==> config.mk <==
export PLATFORM = sky130hd
export DESIGN_NAME = xnor_match_detector
export DESIGN_NICKNAME = d
export VERILOG_FILES = /design/src/rtl/xnor_match_detector.sv
export SDC_FILE = /design/constraint.sdc
export NUM_CORES = 1
export LEC_CHECK = 0
export ABC_CLOCK_PERIOD_IN_PS = 1700
export CAP_MARGIN = 20
export CELL_PAD_IN_SITES_DETAIL_PLACEMENT = 0
export CELL_PAD_IN_SITES_GLOBAL_PLACEMENT = 1
export CORE_AREA = 2 2 88 65
export CTS_BUF_LIST = sky130_fd_sc_hd__clkbuf_8
export DETAILED_ROUTE_END_ITERATION = 10
export DIE_AREA = 0 0 90 67
export GPL_TIMING_DRIVEN = 0
export PLACE_DENSITY = 0.72
export RECOVER_POWER = 100
export REMOVE_ABC_BUFFERS = 1
export SLEW_MARGIN = 20
export SYNTH_ARGS = -nofsm -noshare
export SYNTH_HDL_FRONTEND = slang
export SYNTH_SLANG_ARGS = --single-unit
==> constraint.sdc <==
create_clock -name clk -period 1.7 [get_ports clk]
set_input_delay 0.51 -clock clk [delete_from_list [all_inputs] [get_ports clk]]
set_output_delay 0.51 -clock clk [all_outputs]
set_load 0.02 [all_outputs]
==> src/rtl/xnor_match_detector.sv <==
// xnor_match_detector
//
// Bitwise XNOR pattern matcher with a per-bit don't-care mask. It registers the
// per-bit and whole-word result of each accepted sample and counts consecutive
// matching samples. When the count reaches a programmable threshold it pulses
// hit and holds locked.
//
// Ports:
//   clk          rising-edge clock
//   rst_n        asynchronous active-low reset
//   cfg_we       load cfg_pattern/cfg_mask/cfg_thresh; clears the run and drops any sample
//   cfg_pattern  reference word
//   cfg_mask     1 = don't-care bit (always matches)
//   cfg_thresh   consecutive matches required for hit (0 behaves as 1)
//   in_valid     in_data carries a sample this cycle
//   in_data      sample word
//   eq_vec       registered per-bit match vector
//   match        registered whole-word match of the last accepted sample
//   run_cnt      consecutive-match count, saturating
//   hit          one-cycle pulse when the threshold is first reached
//   locked       threshold reached and no mismatch since
module xnor_match_detector #(
  parameter int unsigned WIDTH = 8,
  parameter int unsigned CNT_W = 4
) (
  input  logic             clk,
  input  logic             rst_n,
  input  logic             cfg_we,
  input  logic [WIDTH-1:0] cfg_pattern,
  input  logic [WIDTH-1:0] cfg_mask,
  input  logic [CNT_W-1:0] cfg_thresh,
  input  logic             in_valid,
  input  logic [WIDTH-1:0] in_data,
  output logic [WIDTH-1:0] eq_vec,
  output logic             match,
  output logic [CNT_W-1:0] run_cnt,
  output logic             hit,
  output logic             locked
);

  typedef enum logic [1:0] {StIdle, StRun, StLock} state_e;

  localparam logic [CNT_W-1:0] CntMax = {CNT_W{1'b1}};
  localparam logic [CNT_W-1:0] CntOne = {{(CNT_W-1){1'b0}}, 1'b1};

  state_e           state_q, state_d;
  logic [WIDTH-1:0] pattern_q, pattern_d;
  logic [WIDTH-1:0] mask_q, mask_d;
  logic [CNT_W-1:0] thresh_q, thresh_d;
  logic [CNT_W-1:0] cnt_q, cnt_d;
  logic [WIDTH-1:0] eq_q, eq_d;
  logic             match_q, match_d;
  logic             hit_q, hit_d;

  logic [WIDTH-1:0] bm;
  logic             wm;
  logic [CNT_W-1:0] thresh_eff;
  logic [CNT_W:0]   cnt_inc;

  assign bm         = ~(in_data ^ pattern_q) | mask_q;
  assign wm         = &bm;
  assign thresh_eff = (thresh_q == '0) ? CntOne : thresh_q;
  // One bit wider so the compare against thresh_eff never sees a wrapped value.
  assign cnt_inc    = {1'b0, cnt_q} + {{CNT_W{1'b0}}, 1'b1};

  always_comb begin
    state_d   = state_q;
    pattern_d = pattern_q;
    mask_d    = mask_q;
    thresh_d  = thresh_q;
    cnt_d     = cnt_q;
    eq_d      = eq_q;
    match_d   = match_q;
    hit_d     = 1'b0;

    if (cfg_we) begin
      // Config load wins over a concurrent sample; eq_vec deliberately holds.
      pattern_d = cfg_pattern;
      mask_d    = cfg_mask;
      thresh_d  = cfg_thresh;
      cnt_d     = '0;
      match_d   = 1'b0;
      state_d   = StIdle;
    end else if (in_valid) begin
      eq_d    = bm;
      match_d = wm;
      if (!wm) begin
        cnt_d   = '0;
        state_d = StIdle;
      end else begin
        unique case (state_q)
          StIdle, StRun: begin
            // Outside LOCK the count is below thresh_eff, so it cannot overflow.
            cnt_d = cnt_inc[CNT_W-1:0];
            if (cnt_inc >= {1'b0, thresh_eff}) begin
              state_d = StLock;
              hit_d   = 1'b1;
            end else begin
              state_d = StRun;
            end
          end
          StLock: begin
            if (cnt_q != CntMax) begin
              cnt_d = cnt_inc[CNT_W-1:0];
            end
          end
          default: begin
            state_d = StIdle;
            cnt_d   = '0;
          end
        endcase
      end
    end
  end

  always_ff @(posedge clk or negedge rst_n) begin
    if (!rst_n) begin
      state_q   <= StIdle;
      pattern_q <= '0;
      mask_q    <= '0;
      thresh_q  <= CntOne;
      cnt_q     <= '0;
      eq_q      <= '0;
      match_q   <= 1'b0;
      hit_q     <= 1'b0;
    end else begin
      state_q   <= state_d;
      pattern_q <= pattern_d;
      mask_q    <= mask_d;
      thresh_q  <= thresh_d;
      cnt_q     <= cnt_d;
      eq_q      <= eq_d;
      match_q   <= match_d;
      hit_q     <= hit_d;
    end
  end

  assign eq_vec  = eq_q;
  assign match   = match_q;
  assign run_cnt = cnt_q;
  assign hit     = hit_q;
  assign locked  = (state_q == StLock);

endmodule

## After elaboration in Yosys (flattened, before gate mapping)

Cells that the tools add are included.

- Output and inout bits: 15
- Register bits after elaboration: 36
- Input port bits: 32
- Logic and storage cells: 45

- Bitwise operators: 4
- Equality and inequality tests: 5
- $lt $le $gt $ge: 1
- Mux-type cells: 18
- $add $sub $neg: 1
- Reductions and logical operators: 8

Operators with widths:

| kind | number |
|---|---|
| $mux W4 | 5 |
| $mux W2 | 4 |
| $not A8 Y8 | 1 |
| $or A8 B8 Y8 | 1 |
| $pmux W4 S2 | 1 |
| $reduce_and A8 Y1 | 1 |
| $xor A8 B8 Y8 | 1 |
| $mux W1 | 7 |
| $reduce_and A2 Y1 | 3 |
| $add A4 B1 Y5 const B | 1 |
| $ge A5 B4 Y1 | 1 |
| $logic_not A4 Y1 | 1 |
| $ne A4 B3 Y1 const B | 1 |
| $ne A4 B4 Y1 const B | 1 |
| $pmux W2 S2 | 1 |
| $ne A3 B3 Y1 const B | 1 |
| $eq A2 B1 Y1 const B | 1 |
| $eq A2 B2 Y1 const B | 1 |
| $logic_not A2 Y1 | 1 |
| $reduce_bool A2 Y1 | 1 |
| $reduce_or A2 Y1 | 1 |
| $not A1 Y1 | 1 |

## Longest topological paths before layout

Gate-level depths: netlist of the first run.

- Depth after elaboration: 8
- Mapped depth: 8
- Gate-level depth less buffers: 8

## Worst setup path after synthesis of the first run

No wires, ideal clock.

- Path type: register -> register
- From: register cnt_q[0], in the netlist run_cnt[0]
- To: register state_q[0]
- Library setup time: 122 ps
- Data required time: 1578 ps
- Data arrival time: 1703 ps
- Period minus slack after synthesis: 1825 ps
- Path slack: -125 ps
- Cell stages (with the launch flop): 8
- Path buffers: 0
- Cell sequence: dfrtp_1 > ha_1 > xor2_1 > ha_1 > o21ai_0 > o21ai_1 > nor3_1 > a32o_1

- Word-level cells in the longest chain between the ends: 7

Ends and longest elaborated chain:

| what | line | source |
|---|---|---|
| start, declared | 50 | `logic [CNT_W-1:0] cnt_q, cnt_d;` |
| start signal, assigned | 131 | `cnt_q <= cnt_d;` |
| $add A4 B1 Y5 | 64 | `assign cnt_inc = {1'b0, cnt_q} + {{CNT_W{1'b0}}, 1'b1};` |
| $ge A5 B4 Y1 | 95 | `if (cnt_inc >= {1'b0, thresh_eff}) begin` |
| $mux W2 | 95 |  |
| $pmux W2 S2 | 91 | `unique case (state_q)` |
| $mux W2 | 87 | `if (!wm) begin` |
| $mux W2 | 84 | `end else if (in_valid) begin` |
| $mux W2 | 76 | `if (cfg_we) begin` |
| end signal, assigned | 118 | `state_q <= StIdle;` |
| end signal, assigned | 127 | `state_q <= state_d;` |
| end, declared | 46 | `state_e state_q, state_d;` |

Every way passes these cells. The select of a mux whose other input is x is not followed.
A chain may end at the register's enable or synchronous reset.

## Worst setup path after layout of the first run

Same ends and word-level chain as after synthesis.

==> results of run 1 <==
## worst max path at each step
stage	startpoint	endpoint	depth (start not counted)
after floorplan	run_cnt[0]	state_q[0]	7
after global placement	cfg_we	state_q[0]	5
after detailed placement	cfg_we	state_q[0]	5
after CTS	run_cnt[1]	state_q[0]	7
after global routing	run_cnt[0]	state_q[0]	7
final	run_cnt[0]	state_q[0]	7
## cell type report
cell class	instances	area (um^2)
fill	479	2638
sequential	36	905.9
multi-input combinational	100	875.8
timing repair buffer	52	479.2
tap	72	90.09
clock buffer	6	82.58
inverter	11	41.29
clock inverter	2	7.507
## per-layer routing
metal  up-vias  track usage (%)
met5         -                0
met4         0            4.808
met3         2            3.394
met2        31            23.87
met1       626            16.51
li1        633                -
## sequential cells by signal, indices dropped and copies added, names as in the netlist
| signal | count |
|---|---|
| eq_vec | 8 |
| hit | 1 |
| mask_q | 8 |
| match | 1 |
| pattern_q | 8 |
| run_cnt | 4 |
| state_q | 2 |
| thresh_q | 4 |
## worst max-delay path: stages, from the launching register on
cell and delay (ps):
dfrtp_2 460, ha_4 180, xor2_1 160, ha_1 300
o21ai_2 60, o21ai_2 190, nor3_2 60, a32o_1 210
## what timing repair did
action,CTS,global route
setup buffers,5,0
resized for setup,50,11
endpoints found under the setup margin,51,8
pin swaps,13,7
## per-stage QoR
stage | std cells | area, um^2 | util, %
detailed placement | 266 | 2250 | 43.94
finish | 279 | 2482 | 48.48
global placement | 265 | 2235 | 43.65
floorplan | 147 | 1684 | -
CTS | 279 | 2464 | 48.12
global route | 279 | 2482 | 48.48
## kinds of logic (layout without fill, tap and decap cells)
kind of cell | count (synthesis) | in the layout | share of synthesized area, %
multiplexers | 18 | 18 | 11.85
buffers and inverters | 15 | 71 | 3.385
XOR/XNOR | 10 | 10 | 6.476
adder cells (fa/ha/maj) | 5 | 5 | 3.679
flip-flops | 36 | 36 | 53.05
AO/OA/AOI/OAI | 33 | 33 | 11.92
AND/OR/NAND/NOR | 34 | 34 | 9.640
## power by group
group	switching, mW	leakage, nW	internal (mW)
Clock	0.280	0.0538	0.318
Combinational	0.228	0.614	0.245
Sequential	0.0629	0.435	0.942
Total	0.571	1.10	1.50
## cell usage after synthesis, types with 2 or more instances
cell type   n
nand3_1     2
ha_1        5
nor2_1     10
xnor2_2     3
mux2_1      5
o22ai_1     4
mux2_2     12
xnor2_1     6
a31oi_1     3
nand2_1    14
dfrtp_1    35
o21ai_0    10
inv_1      11
buf_1       2
o21ai_1     6
nor3_1      3
a21oi_1     4
==> flow_metrics.tcl, run 1 <==
set metrics [dict create \
    status "finished, violations left" \
    failed_checks "setup timing" \
    hpwlAfterDp_um 2752 \
    syn_area_um2 1700 \
    port_buffers 46 \
    setup_ws_ps -29.01 \
    worstSkewPairLatency_ps 280 \
    ff2ff_path_depth 7 \
    rsz0062_at_grt "true" \
    yosysSeqAreaShare_pct 53.05 \
    fin_nets 243 \
    synth_seq_cells 36 \
    dieArea_um2 6030 \
    reg2reg_setup_slack_ps -30 \
    drtIter0Drc 48 \
    max_freq_ghz 0.5784 \
    final_hold_viol_count 0 \
    cts-root-buf "clkbuf_8" \
    pin_count 47 \
    drc_errors 0 \
    die_w_um 90 \
    power_mw 2.076 \
    max-vdd-ir-drop_uv 359.1 \
    holdWs_ps 228.8 \
    layout-drive-gt1-share_pct 28.02 \
    tightest_slew_ps 640.2 \
    crit_arrival_ps 1900 \
    end_kind "flop" \
    reg2reg_from "run_cnt[0]" \
    wl_um 3725 \
    synth_warnings 0 \
    fp.coreArea_um2 5120 \
    grt_pass1_wl_um 6451 \
    worstPathRequired_ps 1870 \
    antenna_found_initial 0 \
    routed-via-count 1292 \
    slew_viol_final 0 \
    viasPerCell 4.631 \
    areaGrowthSynthToFinish_pct 45.99 \
    wl_met2_um 1857 \
    rows 22 \
    yosysTopAreaCellShare_pct 51.51 \
    synthCells 151 \
    hold_buffers 0 \
    first_pass_iters 4 \
    overflow 0 \
    synth_area_leaders "dfrtp_1 52%, mux2_2 7.9%, ha_1 3.7%, mux2_1 3.3%, nand2_1 3.1%" \
    track_usage_pct 13.60 \
    grt_max_degree 29 \
    cts.sinks 36 \
    hold_path.class "input pin to async pin" \
    r2r-end "state_q[0]" \
    mostFrequentLayoutCells "32 x dfrtp_1, 21 x clkdlybuf4s50_1, 21 x dlygate4sd2_1" \
    synth_cell_type_count 33 \
    syn_avg_cell_area_um2 11.26 \
    yosysTopAreaCell "dfrtp_1" \
    fin_setup_tns_ps -30.35 \
    setup.worst_path.start_class "flop" \
    crit_type "flop to flop" \
    routedWlPerCell_um 13.35 \
    synth-edff-count 0 \
    layout_commonest_cell "dfrtp_1" \
    fin_crit_sh_pct 101.7 \
    post-place-ws_ps -1323 \
    m1WireLength_um 1694 \
    cap_violations 0 \
    min_period_ps 1729 \
    synthArstFlopShare_pct 100.0 \
    htreeDepth 2 \
    worstPathMaxFanout 5 \
    met3_length_um 140 \
    setup_viol_count_final 2 \
    gp_congestion 0.6979 \
    relSlewSlack_pct 57.32 \
    cts_tree "yes" \
    start_util_pct 33.21 \
    dr.max_layer_used "met4" \
    dieHeight_um 67 \
    ys.flop_type "dfrtp_1" \
    clock_tree.buffer_depth 2 \
    ant_nets 0 \
    fin_skew_ps 5.171 \
    antenna_cells 0 \
    clk_pin_slew_worst_paths_ps 70 \
    cts_buffers 5 \
    p_leak_nw 1.102 \
    power_density_nw_per_um2 836.3 \
    grt_pass1_vias 1399 \
]
(Power assumes the default switching activity.)
==> run 2, diff against run 1 <==
--- a/config.mk
+++ b/config.mk
@@ -9,12 +9,12 @@
 export CAP_MARGIN = 20
 export CELL_PAD_IN_SITES_DETAIL_PLACEMENT = 0
 export CELL_PAD_IN_SITES_GLOBAL_PLACEMENT = 1
-export CORE_AREA = 2 2 88 65
-export CTS_BUF_LIST = sky130_fd_sc_hd__clkbuf_8
+export CORE_AREA = 2 2 89 66
+export CTS_BUF_LIST = sky130_fd_sc_hd__clkbuf_16
 export DETAILED_ROUTE_END_ITERATION = 10
-export DIE_AREA = 0 0 90 67
+export DIE_AREA = 0 0 91 68
 export GPL_TIMING_DRIVEN = 0
-export PLACE_DENSITY = 0.72
+export PLACE_DENSITY = 0.7
 export RECOVER_POWER = 100
 export REMOVE_ABC_BUFFERS = 1
 export SLEW_MARGIN = 20
==> run 2 against run 1 <==
Compared with the run above:
- the flow still finishes with violations (setup timing)
- worst hold slack worse by 16 ps
- first-iteration DRC count is 17% lower
- via count is 0.23% higher
- sequential power hardly changed
- critical endpoint unchanged
==> flow_metrics.tcl, run 2 (same netlist as run 1, synthesis figures left out) <==
set metrics [dict create \
    port_buffers 46 \
    setup_viol_count_final 3 \
    dieHeight_um 68 \
    rows 23 \
    fin_skew_ps 4.382 \
    p_leak_nw 1.158 \
    grt_pass1_wl_um 6223 \
    drtIter0Drc 40 \
    cts.sinks 36 \
    gp_congestion 0.7239 \
    status "finished, violations left" \
    worstSkewPairLatency_ps 280 \
    grt_pass1_vias 1262 \
    seqCellArea_um2 905.9 \
    slew_viol_final 0 \
    instances_no_fill 287 \
    critPathCapture "state_q[0]" \
    worstPathRequired_ps 1920 \
    first_pass_iters 4 \
    multi_input_area_um2 918.4 \
    setup_ws_ps -35.73 \
    hold_buffers 0 \
    fin_nets 248 \
    ant_nets 0 \
    viasPerCell 4.512 \
    pin_count 47 \
    die_w_um 91 \
    max_freq_ghz 0.5761 \
    crit_start "run_cnt[1]" \
    max-vdd-ir-drop_uv 419.2 \
    reg2reg_from "run_cnt[1]" \
    rsz0062_at_grt "true" \
    ff2ff_path_depth 7 \
    worstPathMaxFanout 4 \
    cts_tree "yes" \
    layout-drive-gt1-share_pct 31.60 \
    power_density_nw_per_um2 902.3 \
    final_hold_viol_count 0 \
    dieArea_um2 6188 \
    fp.coreArea_um2 5410 \
    clock_tree.buffer_depth 2 \
    mostFrequentLayoutCells "32 x dfrtp_1, 21 x clkdlybuf4s50_1, 20 x dlygate4sd2_1" \
    antenna_found_initial 0 \
    htreeDepth 2 \
    antenna_cells 0 \
    reg2reg_setup_slack_ps -40 \
    end_kind "flop" \
    drc_errors 0 \
    routedWlPerCell_um 13.38 \
    routed-via-count 1295 \
    overflow 0 \
    finalCoreUtilization_pct 48.17 \
    min_period_ps 1736 \
    fill_cells 538 \
    r2r-end "state_q[0]" \
    placedCellCount 269 \
    crit_type "flop to flop" \
    failed_checks "setup timing" \
    clk_pin_slew_worst_paths_ps 50 \
    relSlewSlack_pct 56.80 \
    tightest_slew_ps 648.1 \
    setup.worst_path.start_class "flop" \
    grt_max_degree 29 \
    cts-root-buf "clkbuf_16" \
    wl_um 3839 \
    crit_arrival_ps 1950 \
    start_util_pct 31.43 \
    track_usage_pct 13.14 \
    cts_buffers 5 \
    fin_crit_sh_pct 102.1 \
    areaGrowthSynthToFinish_pct 53.27 \
    cap_violations 0 \
    hpwlAfterDp_um 2632 \
    layout_commonest_cell "dfrtp_1" \
    hold_path.class "input pin to async pin" \
]
-- run 2: cell types whose count changed in the layout (fill, tap and decap cells not counted), moves of 2 or more --
cell / previous run / this run
nand3_1: 2 / 0
buf_6: 2 / 0
buf_4: 3 / 9
clkbuf_16: 0 / 5
clkbuf_8: 6 / 0
nand3_2: 0 / 2
-- run 2: stage by stage --
step           worst slack [ps]  setup TNS, ps  power [mW]  instance area (um^2)  hold slack, ps
6_report                 -35.73         -52.92       2.351                  2606           212.3
4_1_cts                  -26.31         -26.31       2.366                  2522           116.0
3_3_place_gp              -1279         -56220       1.451                  2238           463.0
5_1_grt                  -89.67         -371.5       2.483                  2606           271.0
3_5_place_dp             -558.8          -6134       1.460                  2248           409.0
2_1_floorplan            -134.8         -240.0       1.236                  1684           214.4
-- run 2: how the worst min path moves through the flow --
stage	to	slack, ps	cells after the start
6_report	run_cnt[3]	210	1
4_1_cts	pattern_q[6]	120	1
5_1_grt	pattern_q[6]	270	1
3_3_place_gp	eq_vec[6]	460	2
3_5_place_dp	pattern_q[6]	410	1
2_1_floorplan	eq_vec[0]	210	0
-- run 2: layer usage --
metal	part of all wire, %	routed length [um]	global-route usage [%]
met1	48	1859	18.32
met4	1.2	45	4.545
met5	0	0	0
met3	4.5	171	3.524
met2	46	1762	19.91
-- run 2: power by group --
part	leakage, nW	switching [mW]	total (mW)	internal [mW]
clock network	0.0738	0.327	0.853	0.527
registers	0.435	0.0604	1.00	0.943
logic	0.649	0.232	0.495	0.263
total	1.16	0.619	2.35	1.73
-- run 2: worst max-delay path, cell delays in order, from the launching register on --
cell      delay, ps
dfrtp_2         440
ha_4            190
xor2_2          180
ha_4            180
a211oi_4        240
o21ai_2         120
nor3_2          190
a32o_1          140
-- run 2: final cells by class --
cell class / count / area share (%)
multi-input cells: 100 / 35.24
clock inverters: 3 / 0.4321
clock buffers: 5 / 4.801
inverters: 11 / 1.584
well taps: 75 / 3.601
repair buffers: 57 / 19.59
flip-flops and latches: 36 / 34.76
-- run 2: timing repair --
action,in CTS,in global routing
setup buffers,7,3
pin swaps,8,11
setup endpoints to repair,23,8
resized for setup,44,17
